## src/rtl/call_stack_ctrl.sv

```systemverilog
// Sequencer/arbiter for the hardware return-address stack: grants CALL, RET,
// IRQ-entry and RETI one at a time, drives push/pop, tracks depth and traps errors.
module call_stack_ctrl #(
    parameter int               WIDTH      = 13,
    parameter int               DEPTH      = 3,
    parameter logic [WIDTH-1:0] IRQ_VECTOR = 13'h004,
    parameter logic [WIDTH-1:0] UFL_VECTOR = 13'h000
) (
    input  logic             clk,
    input  logic             reset,
    input  logic             call_req,
    input  logic             ret_req,
    input  logic             irq_req,
    input  logic             reti_req,
    input  logic [WIDTH-1:0] pc_in,
    input  logic [WIDTH-1:0] target,
    output logic             call_ack,
    output logic             ret_ack,
    output logic             irq_ack,
    output logic             reti_ack,
    output logic             stk_push,
    output logic             stk_pop,
    output logic [WIDTH-1:0] stk_d,
    input  logic [WIDTH-1:0] stk_q,
    output logic             pc_load,
    output logic [WIDTH-1:0] pc_next,
    output logic             busy,
    output logic [DEPTH:0]   depth,
    output logic             full,
    output logic             empty,
    output logic             in_isr,
    output logic             ovf,
    output logic             ufl,
    input  logic             err_clr
);

    typedef enum logic [1:0] {IDLE, PUSH, POP, RLOAD} state_t;

    localparam int             CAP      = 1 << DEPTH;
    localparam logic [DEPTH:0] CAPACITY = CAP[DEPTH:0];

    state_t           state, state_nx;
    logic [WIDTH-1:0] push_d;     // return address captured at grant
    logic [WIDTH-1:0] jump_pc;    // destination captured at grant
    logic             ret_ufl;    // pending RLOAD came from an empty-stack return
    logic             idle;
    logic             grant_irq, grant_reti, grant_ret, grant_call;
    logic             ovf_set, ufl_set;

    assign full  = (depth == CAPACITY);
    assign empty = (depth == '0);

    // Fixed priority; a busy controller or an active reset grants nothing.
    assign idle       = (state == IDLE) && !reset;
    assign grant_irq  = idle && irq_req && !in_isr;
    assign grant_reti = idle && reti_req && !grant_irq;
    assign grant_ret  = idle && ret_req && !grant_irq && !reti_req;
    assign grant_call = idle && call_req && !grant_irq && !reti_req && !ret_req;

    assign irq_ack  = grant_irq;
    assign reti_ack = grant_reti;
    assign ret_ack  = grant_ret;
    assign call_ack = grant_call;

    assign ovf_set = (state == PUSH) && full;
    assign ufl_set = (grant_ret || grant_reti) && empty;

    always_comb begin
        // NOTE: every output gets a default first so no path can infer a latch.
        state_nx = state;
        stk_push = 1'b0;
        stk_pop  = 1'b0;
        stk_d    = '0;
        pc_load  = 1'b0;
        pc_next  = '0;
        busy     = 1'b0;
        case (state)
            IDLE: begin
                if (grant_irq || grant_call)
                    state_nx = PUSH;
                else if (grant_ret || grant_reti)
                    state_nx = empty ? RLOAD : POP;
            end
            PUSH: begin
                busy     = 1'b1;
                stk_push = !full;
                stk_d    = push_d;
                pc_load  = 1'b1;
                pc_next  = jump_pc;
                state_nx = IDLE;
            end
            POP: begin
                busy     = 1'b1;
                stk_pop  = 1'b1;
                state_nx = RLOAD;
            end
            RLOAD: begin
                busy     = 1'b1;
                pc_load  = 1'b1;
                pc_next  = ret_ufl ? UFL_VECTOR : stk_q;
                state_nx = IDLE;
            end
            default: state_nx = IDLE;
        endcase
    end

    // NOTE: state is updated with non-blocking assignments so every register
    // samples pre-edge values regardless of statement order.
    always_ff @(posedge clk) begin
        if (reset) begin
            state   <= IDLE;
            depth   <= '0;
            in_isr  <= 1'b0;
            ovf     <= 1'b0;
            ufl     <= 1'b0;
            push_d  <= '0;
            jump_pc <= '0;
            ret_ufl <= 1'b0;
        end else begin
            state <= state_nx;
            if (grant_call) begin
                push_d  <= pc_in + WIDTH'(1);
                jump_pc <= target;
            end
            if (grant_irq) begin
                push_d  <= pc_in;
                jump_pc <= IRQ_VECTOR;
                in_isr  <= 1'b1;
            end
            if (grant_reti)
                in_isr <= 1'b0;
            if (grant_ret || grant_reti)
                ret_ufl <= empty;

            if (state == PUSH && !full)
                depth <= depth + 1'b1;
            else if (state == POP)
                depth <= depth - 1'b1;

            // A flag being set in the same cycle beats err_clr.
            if (ovf_set)      ovf <= 1'b1;
            else if (err_clr) ovf <= 1'b0;
            if (ufl_set)      ufl <= 1'b1;
            else if (err_clr) ufl <= 1'b0;
        end
    end

endmodule

```

## config.mk

```make
export PLATFORM = sky130hd
export DESIGN_NAME = call_stack_ctrl
export DESIGN_NICKNAME = d
export VERILOG_FILES = /design/src/rtl/call_stack_ctrl.sv
export SDC_FILE = /design/constraint.sdc
export NUM_CORES = 1
export LEC_CHECK = 0
export ABC_AREA = 1
export CAP_MARGIN = 20
export CORE_MARGIN = 3
export CORE_UTILIZATION = 47
export DETAILED_ROUTE_END_ITERATION = 6
export PLACE_DENSITY = 0.85
export SETUP_SLACK_MARGIN = 0.5
export SYNTH_ARGS = -nofsm -noshare
export SYNTH_HDL_FRONTEND = slang
export SYNTH_SLANG_ARGS = --single-unit
```

## constraint.sdc

```tcl
create_clock -name clk -period 4.2 [get_ports clk]
set_input_delay 0.63 -clock clk [delete_from_list [all_inputs] [get_ports clk]]
set_output_delay 0.63 -clock clk [all_outputs]
set_load 0.01 [all_outputs]
```

# Word level (Yosys, flattened, before mapping)
# Index checks and enable logic that the tools add are counted.
dict set report totals {
  register_bits 36
  output_inout_bits 43
}
dict set report op_classes {
  addsub 3
  n_eq_ne 5
  n_mux 20
  n_reduce_logical 33
}
# op n
set ops {}
lappend ops {{$mux W13} 4}
lappend ops {{$pmux W13 S2} 1}
lappend ops {{$logic_and A1 B1 Y1} 15}
lappend ops {{$add A13 B1 Y13 const B} 1}
lappend ops {{$mux W1} 8}
lappend ops {{$mux W4} 2}
lappend ops {{$reduce_bool A2 Y1} 4}
lappend ops {{$logic_not A1 Y1} 6}
lappend ops {{$mux W3} 2}
lappend ops {{$pmux W2 S3} 1}
lappend ops {{$reduce_or A2 Y1} 3}
lappend ops {{$add A4 B1 Y4 const B} 1}
lappend ops {{$eq A2 B2 Y1 const B} 2}
lappend ops {{$eq A4 B4 Y1 const B} 1}
lappend ops {{$logic_not A4 Y1} 1}
lappend ops {{$mux W2} 2}
lappend ops {{$sub A4 B1 Y4 const B} 1}
lappend ops {{$ne A3 B1 Y1 const B} 1}
lappend ops {{$reduce_or A3 Y1} 1}
lappend ops {{$eq A2 B1 Y1 const B} 1}
lappend ops {{$logic_not A2 Y1} 1}
lappend ops {{$logic_or A1 B1 Y1} 2}

# Depth between registers and ports, before layout
dict set report logic_depth {
  ltp_word 11
  depth_mapped 10
  depth_no_buf 10
}

# Worst setup path after synthesis
# Ideal clock, no wire load.
dict set report synth_timing {
  kind {input -> output}
  startpoint {input port reset}
  endpoint {output port call_ack}
  arrival_time_ps 1345
  required_time_ps 3570
  slack_ps 2225
  cell_stages 5
  path_buffers 2
  cell_sequence {buf_2 -> inv_4 -> nand4_4 -> nor2_8 -> buf_8}
}
dict set report synth_via {
  elab_chain_len 8
}
# element line
set synth_rtl {}
lappend synth_rtl {{start, declared} 10} ;# input logic reset,
lappend synth_rtl {{$logic_not A1 Y1 *} 54} ;# assign idle = (state == IDLE) && !reset;
lappend synth_rtl {{$logic_and A1 B1 Y1 *} 54}
lappend synth_rtl {{$logic_and A1 B1 Y1 (2 in a row)} 55} ;# assign grant_irq = idle && irq_req && !in_isr;
lappend synth_rtl {{$logic_not A1 Y1} 58} ;# assign grant_call = idle && call_req && !grant_irq && !reti_req && !ret_req;
lappend synth_rtl {{$logic_and A1 B1 Y1 * (3 in a row)} 58}
lappend synth_rtl {{end, declared} 17} ;# output logic call_ack,
# Mark *: on every way between the ends. The rest lies on a longest branch, timed or not.

# Worst setup path after layout
# Same ends and word-level chain as after synthesis.

==> impl_metrics.csv <==
group,metric,value,unit
critical_path,worst-path-max-fanout,19,
detailed_routing,wl_per_cell,12.3,um
floorplan,dieArea,5690,um^2
timing,setup-violations-final,0,
detailed_routing,viasPerCell,4.95,
detailed_routing,vias,2338,
critical_path,cp_common_cell,"clkdlybuf4s50_1",
placed_design,gp_congestion,0.848,
clocking,cts_resized,0,
critical_path,worstSetupEndpointType,"primary output",
clocking,post-cts-setup-buffer-count,0,
floorplan,die_w,75.5,um
detailed_routing,drc,0,
clocking,cts_root_buf,"clkbuf_8",
timing,worst_pin_slew,0.648,ns
timing,drv_slew,0,
detailed_routing,first_iter_violations,80,
detailed_routing,drt_pass1_iterations,4,
floorplan,die_h,75.5,um
pwr,power_density,427,nW/um^2
critical_path,path_depth,5,
synthesis,syn_area_per_cell,6.71,um^2
critical_path,r2r-start,"state[0]",
critical_path,critical_path_required,3.57,ns
critical_path,critPathLaunchType,"input port",
global_routing,grt_pass1_vias,2050,
critical_path,crit_buf_inv,3,
timing,skew,0.00425,ns
run_status,outcome,"completed",
timing,rsz0062_at_grt,"false",
global_routing,overflow,0,
timing,max_freq,306,MHz
pwr,power_leakage,1.39,nW
clocking,htree_levels,2,
global_routing,antenna_found_initial,0,
final_layout,drive_gt1_share,9.29,%
critical_path,slowest_delay,0.65,ns
critical_path,r2r_slack,2.11,ns
critical_path,crit_path_end,"call_ack",
critical_path,startpoint,"reset",
critical_path,worstSetupPathType,"in -> out",
clocking,cts_tree,"built",
global_routing,grt_usage,20.5,%
critical_path,crit_chain,"clkdlybuf4s50_1, inv_4, nand4_4, nor2_8, clkdlybuf4s50_1",
detailed_routing,routed_wl,5.81,mm
clocking,postCtsHoldBufs,0,
critical_path,reg2reg_depth,10,
timing,slew_headroom,56.7,%
placed_design,dpl.hpwl,4.47,mm
global_routing,grt_max_degree,23,
synthesis,ys_ff_latch,36,
floorplan,core_area,4500,um^2
synthesis,synthCells,338,
timing,tns,0,ns
final_layout,final_common_cell,"clkdlybuf4s50_1",
synthesis,ys_warn_count,0,
job,max_cap_viol_count,0,
critical_path,cp_slowest_cell,"clkdlybuf4s50_1",
clocking,clockBufferDepth,2,
final_layout,area_delta_synth_final,41.8,%
timing,whs,0.452,ns
detailed_routing,ant_nets,0,
min_path,hold_class,"reg -> reg",
floorplan,start_util,50.3,%
clocking,cts.sinks,36,
critical_path,path_delay_family,"buffers and inverters",
floorplan,ios,89,
synthesis,syn-num-nets,388,
synthesis,syn_area,2270,um^2
final_layout,final_cell_mix,"88 x clkdlybuf4s50_1, 76 x nand2_1, 62 x inv_1",
synthesis,ys_seq_area_share,31.8,%
clocking,clk_pin_slew_worst_paths,0.07,ns
final_layout,diodes,0,
final_layout,nets,469,
synthesis,yosysUniqueCellTypes,30,
floorplan,num_rows,24,
clocking,cts_buffers,5,
clocking,clk_latency,0.29,ns
timing,fin_crit,3.27,ns
pwr,peakVddDrop,0.234,mV
critical_path,r2r-end,"depth[3]",
global_routing,grt_pass1_wl,9.09,mm
critical_path,worstPathArrival,2.64,ns
timing,hold_viol_final,0,
placed_design,io_buffers,88,
timing,finalCritPeriodShare,77.8,%
-- state kept, by name (all words and copies together), names as in the netlist --
signal,cells
ufl,1
in_isr,1
push_d,13
state,2
ovf,1
jump_pc,13
depth,4
ret_ufl,1
-- Yosys cell counts --
| cell type | number | share of area, % |
|---|---|---|
| nand3_2 | 1 | 0.44 |
| nor2_2 | 1 | 0.28 |
| xnor2_1 | 2 | 0.77 |
| ha_1 | 3 | 1.7 |
| nand3_1 | 22 | 4.9 |
| buf_1 | 2 | 0.33 |
| inv_2 | 1 | 0.17 |
| buf_4 | 4 | 1.3 |
| o21ai_0 | 15 | 3.3 |
| inv_4 | 1 | 0.28 |
| fa_1 | 1 | 0.88 |
| o21ai_1 | 2 | 0.44 |
| dfxtp_1 | 36 | 32 |
| nand2_1 | 76 | 13 |
| nor2_8 | 1 | 0.88 |
| a211oi_1 | 2 | 0.66 |
| a21oi_2 | 11 | 4.2 |
| inv_1 | 62 | 10 |
| nor2_1 | 28 | 4.6 |
| nand2_2 | 12 | 3.3 |
| buf_8 | 1 | 0.66 |
| nand4_4 | 1 | 0.94 |
| o31ai_1 | 13 | 4.3 |
| nor2_4 | 4 | 2.0 |
| xor2_1 | 4 | 1.5 |
| a21oi_1 | 19 | 4.2 |
| buf_6 | 1 | 0.50 |
| nand4_1 | 6 | 1.7 |
| buf_2 | 2 | 0.44 |
| clkbuf_1 | 4 | 0.66 |
-- final cells by class --
class                      count  area [um^2]
fill                         376         1290
sequential                    36          721
multi-input combinational    224         1210
inverter                      64          243
timing repair buffer          88          881
tap                           52         65.1
clock buffer                   8         90.1
-- per-stage QoR --
stage	total power, mW	utilization, %	std cells	setup slack (ns)	instance area, um^2
floorplan	0.872	-	338	2.23	2270
global placement	1.11	69.4	464	0.994	3120
detailed placement	1.13	69.4	464	0.948	3120
CTS	1.38	71.4	472	0.938	3210
global route	1.48	71.4	472	0.834	3210
finish	1.37	71.4	472	0.931	3210
-- kinds of logic (layout without fill, tap and decap cells) --
| group | count (synthesis) | count (layout) | synth area share [%] |
|---|---|---|---|
| AO/OA/AOI/OAI | 62 | 62 | 17.2 |
| XOR/XNOR | 6 | 6 | 2.32 |
| buffers and inverters | 78 | 160 | 14.6 |
| flip-flops | 36 | 36 | 31.8 |
| adder cells (fa/ha/maj) | 4 | 4 | 2.54 |
| AND/OR/NAND/NOR | 152 | 152 | 31.6 |
-- how the worst min path moves through the flow --
stage	from	endpoint	slack, ns	cells past startpoint
after floorplan	push_d[1]	push_d[1]	0.43	2
after global placement	push_d[1]	push_d[1]	0.44	2
after detailed placement	push_d[1]	push_d[1]	0.44	2
after CTS	push_d[1]	push_d[1]	0.45	2
after global routing	ovf	ovf	0.48	2
final	push_d[1]	push_d[1]	0.45	2
-- tightest hold or removal path: cells and delay by family (launching register included) --
kind,cells,cell delay (ns)
DFF,1,0.30
AOI/OAI and AO/OA,1,0.05
buffers and inverters,1,0.06
-- power by group --
group | total, mW | internal (mW) | leakage [nW] | switching (mW)
clock | 0.251 | 0.134 | 0.0455 | 0.118
sequential | 0.463 | 0.403 | 0.294 | 0.0608
combinational | 0.659 | 0.292 | 1.05 | 0.366
total | 1.37 | 0.829 | 1.39 | 0.545
-- routing by layer --
metal  track usage [%]  vias up  part of all wire (%)
met5                 0        -                     0
met4              6.02        0                   1.3
met3              5.15        9                   5.4
met2              34.0       61                    48
met1              26.3     1045                    45
li1                  -     1223                     -
Note: power is estimated with default switching activity, not from simulation.
==> patch 1 (same settings) <==
`WIDTH`: 13 -> 26.
--- a/src/rtl/call_stack_ctrl.sv
+++ b/src/rtl/call_stack_ctrl.sv
@@ -3,3 +3,3 @@
 module call_stack_ctrl #(
-    parameter int               WIDTH      = 13,
+    parameter int               WIDTH      = 26,
     parameter int               DEPTH      = 3,
Ports: changed (5 resized); port bits go from 89 to 154. No check against the original RTL was run, so the function may have changed too.
==> patch 1 against the original RTL <==
- final cell count up 83%
- sequential cell count is 26 higher
- area after synthesis rose by 70%
- worst setup slack improved by 0.061 ns
- critical path depth up 2
- wire length rose by 110%
- total power grew 52%
- design area rose by 75%
==> patch 1: results (changes against the original RTL) <==
| Metric | Value |
|---|---|
| Crit path time final | 3.21 ns (-0.0614 ns) |
| Peak VDD IR | 0.365 mV (+56%) |
| Reg power frac | 36.3% (+2.6 points) |
| Area contributors post-synth | dfxtp_1 32%, nand2_1 14%, inv_1 11% |
| Hold Crit Start | jump_pc[9] |
| Largest regs | jump_pc: 26 flops, push_d: 26 flops, depth: 4 flops |
| FF-to-FF path depth | 11 (+1) |
| Post-Place Cell Area | 0.00543 mm^2 (+74%) |
| Syn Inst Count | 614 (+82%) |
| Routability Congestion | 0.900 (+6.0%) |
| Net Count, Synth | 703 (+81%) |
| Port-buffer cells | 153 (+74%) |
| WP data arrival | 2.58 ns (-0.06 ns) |
| Sequential cell area fraction in the yosys report | 32.2% (+0.38 points) |
| Worst Skew | 0.00570 ns (+0.00146 ns) |
| Gr usage total | 25.5% (+5.0 points) |
| Worst-Skew Late Latency | 0.34 ns (+0.05 ns) |
| Largest net degree at the start of global routing | 34 (+48%) |
| Hold Crit Endpoint | jump_pc[9] |
| R2r setup slk | 1.89 ns (-0.22 ns) |
| Register bit total from synthesis | 62 (+72%) |
| CP max FO | 26 (+7) |
| Via count | 4513 (+93%) |
| H-tree levels | 3 (+1) |
| Seq power | 0.758 mW (+64%) |
| Drt first pass iters | 5 (+1) |
| Status | complete, no violations |
| Crit path largest cell delay | 0.55 ns (-0.10 ns) |
| Psw | 0.745 mW (+37%) |
| Initial drt markers | 199 (+150%) |
| Slew @ Worst Pin | 0.989 ns (+0.341 ns) |
[patch 1: per-layer routing]
layer / up-vias / routed length (um) / global-route usage (%)
met4: 0 / 257 / 8.86
met3: 31 / 932 / 6.42
li1: 2218 / - / -
met1: 2067 / 5070 / 31.4
met5: - / 0 / 0
met2: 197 / 5950 / 43.2
[patch 1: logic make-up (layout without fill, tap and decap cells)]
| logic type | count (synthesis) | in the layout | share of synthesized area, % |
|---|---|---|---|
| adder cells (fa/ha/maj) | 4 | 4 | 1.49 |
| AND/OR/NAND/NOR | 295 | 295 | 33.5 |
| flip-flops | 62 | 62 | 32.2 |
| AO/OA/AOI/OAI | 104 | 104 | 16.5 |
| XOR/XNOR | 8 | 8 | 1.82 |
| buffers and inverters | 141 | 289 | 14.6 |
[patch 1: layout make-up]
cell class / count / area (um^2)
fill: 676 / 2210
multi-input combinational: 411 / 2050
timing repair buffer: 157 / 1560
sequential: 62 / 1240
inverter: 117 / 440
clock buffer: 12 / 165
tap: 102 / 128
clock inverter: 3 / 42.5
==> patch 2 (same settings) <==
Without the edit above. Re-encode `state_t` (4 states) as Gray code, 2 bits wide.
--- a/src/rtl/call_stack_ctrl.sv
+++ b/src/rtl/call_stack_ctrl.sv
@@ -36,3 +36,3 @@
 
-    typedef enum logic [1:0] {IDLE, PUSH, POP, RLOAD} state_t;
+    typedef enum logic [1:0] {IDLE = 2'b00, PUSH = 2'b01, POP = 2'b11, RLOAD = 2'b10} state_t;
 
Check against the original RTL: no difference found for any inputs over 10 cycles, from zero or initial values and one cycle with reset high; not proved beyond that.
==> patch 2 against the original RTL <==
- via count up 4.1%
- design area shrank 1.7%
- die area down 3.2%
- utilization grew 0.24 points
- worst setup slack got worse by 0.045 ns
- sequential cell count unchanged
- sequential power fell by 3%
- sequential share of layout area up 0.38 points
- area after synthesis decreased by 3.4%
- wire length barely moved
- final cell count rose by 1.3%
- total power up 7.0%
- highest routed layer unchanged
==> patch 2: results (changes against the original RTL) <==
| Metric | Value |
|---|---|
| First-pass GRT wire length | 9540 um (+4.9%) |
| HPWL Detailed | 4550 um (+1.7%) |
| Worst Skew | 0.00279 ns (-0.00145 ns) |
| Peak VDD IR | 0.251 mV (+7.3%) |
| Gr usage total | 21.6% (+1.2 points) |
| Initial drt markers | 143 (+79%) |
| CP max FO | 21 (+2) |
| Routability Congestion | 0.859 (+1.2%) |
| Net Count, Synth | 399 (+2.8%) |
| Vias in the first global route | 2257 (+10%) |
| Net Sw Frac | 39.9% (+0.25 points) |
| Leakage power | 1.39 nW (+0.26%) |
| Synth Area in Compound Gates | 16.1% (-1.1 points) |
| Post-synthesis xor/xnor area fraction | 1.20% (-1.1 points) |
| Layout cell share with drive strength beyond 1 | 4.93% (-4.4 points) |
| Sequential cell area fraction in the yosys report | 32.9% (+1.1 points) |
| Synth Area in Adders | 5.49% (+2.9 points) |
| Area contributors post-synth | dfxtp_1 33%, nand2_1 17%, a21oi_1 9.4% |
| Worst rel slew slack | 67.8% (+11 points) |
| WP data arrival | 2.68 ns (+0.04 ns) |
| Via count | 2433 (+4.1%) |
| Total Routed Length | 5820 um (about the same) |
| # fillers | 378 (+0.53%) |
| Status | complete, no violations |
| Largest net degree at the start of global routing | 27 (+17%) |
patch 2: cell count changes after synthesis, sizes merged, moves of 6 or more:
cell	change
nand4	-6
o31ai	-13
inv	-16
a21oi	+11
nor2	-7
nand2	+19
patch 2: final timing paths:
path / slack (ns) / to / from
min reg2reg: 0.47 / jump_pc[9] / jump_pc[9]
max: 0.89 / call_ack / reset
min: 0.47 / jump_pc[9] / jump_pc[9]
max reg2reg: 1.67 / depth[3] / state[1]
patch 2: cell families (layout without fill, tap and decap cells):
group           Yosys count  count (layout)
simple gates            166             166
fa+ha+maj                 9               9
flops                    36              36
xor+xnor                  3               3
buf+inv                  62             144
compound gates           68              68
patch 2: critical path: cells and delay by family:
family / cells / cell delay (ns)
and+or+nand+nor: 3 / 0.42
buffers and inverters: 4 / 1.64
patch 2: per-stage QoR:
step	setup slack [ns]	utilization [%]	hold slack [ns]	cell area, um^2	std cells
after detailed placement	0.879	69.4	0.457	3060	471
after floorplan	2.28	-	0.444	2190	344
after CTS	0.887	71.6	0.468	3160	478
final	0.886	71.6	0.468	3160	478
after global routing	0.767	71.6	0.482	3160	478
after global placement	0.925	69.4	0.453	3060	471
patch 2: power by group through the flow:
stage          clock (mW)  sequential (mW)  combinational (mW)
3_3_place_gp            0            0.449               0.743
3_5_place_dp            0            0.454               0.757
5_1_grt             0.276            0.455               0.852
2_1_floorplan           0            0.451               0.457
4_1_cts             0.262            0.447               0.764
6_report            0.262            0.448               0.761
patch 2: layer usage:
metal / vias up / global-route usage (%) / wire (um)
met5: - / 0 / 0
met4: 0 / 7.51 / 106
met3: 10 / 3.78 / 366
met2: 82 / 39.2 / 2840
met1: 1094 / 25.7 / 2500
li1: 1247 / - / -
patch 2: layout make-up:
cell class | count | area [um^2] | share of cell area, %
repair buffers | 89 | 888 | 28.1
multi-input cells | 246 | 1210 | 38.3
clock buffers | 7 | 96.3 | 3.05
inverters | 48 | 180 | 5.70
well taps | 52 | 65.1 | 2.06
flip-flops and latches | 36 | 721 | 22.8
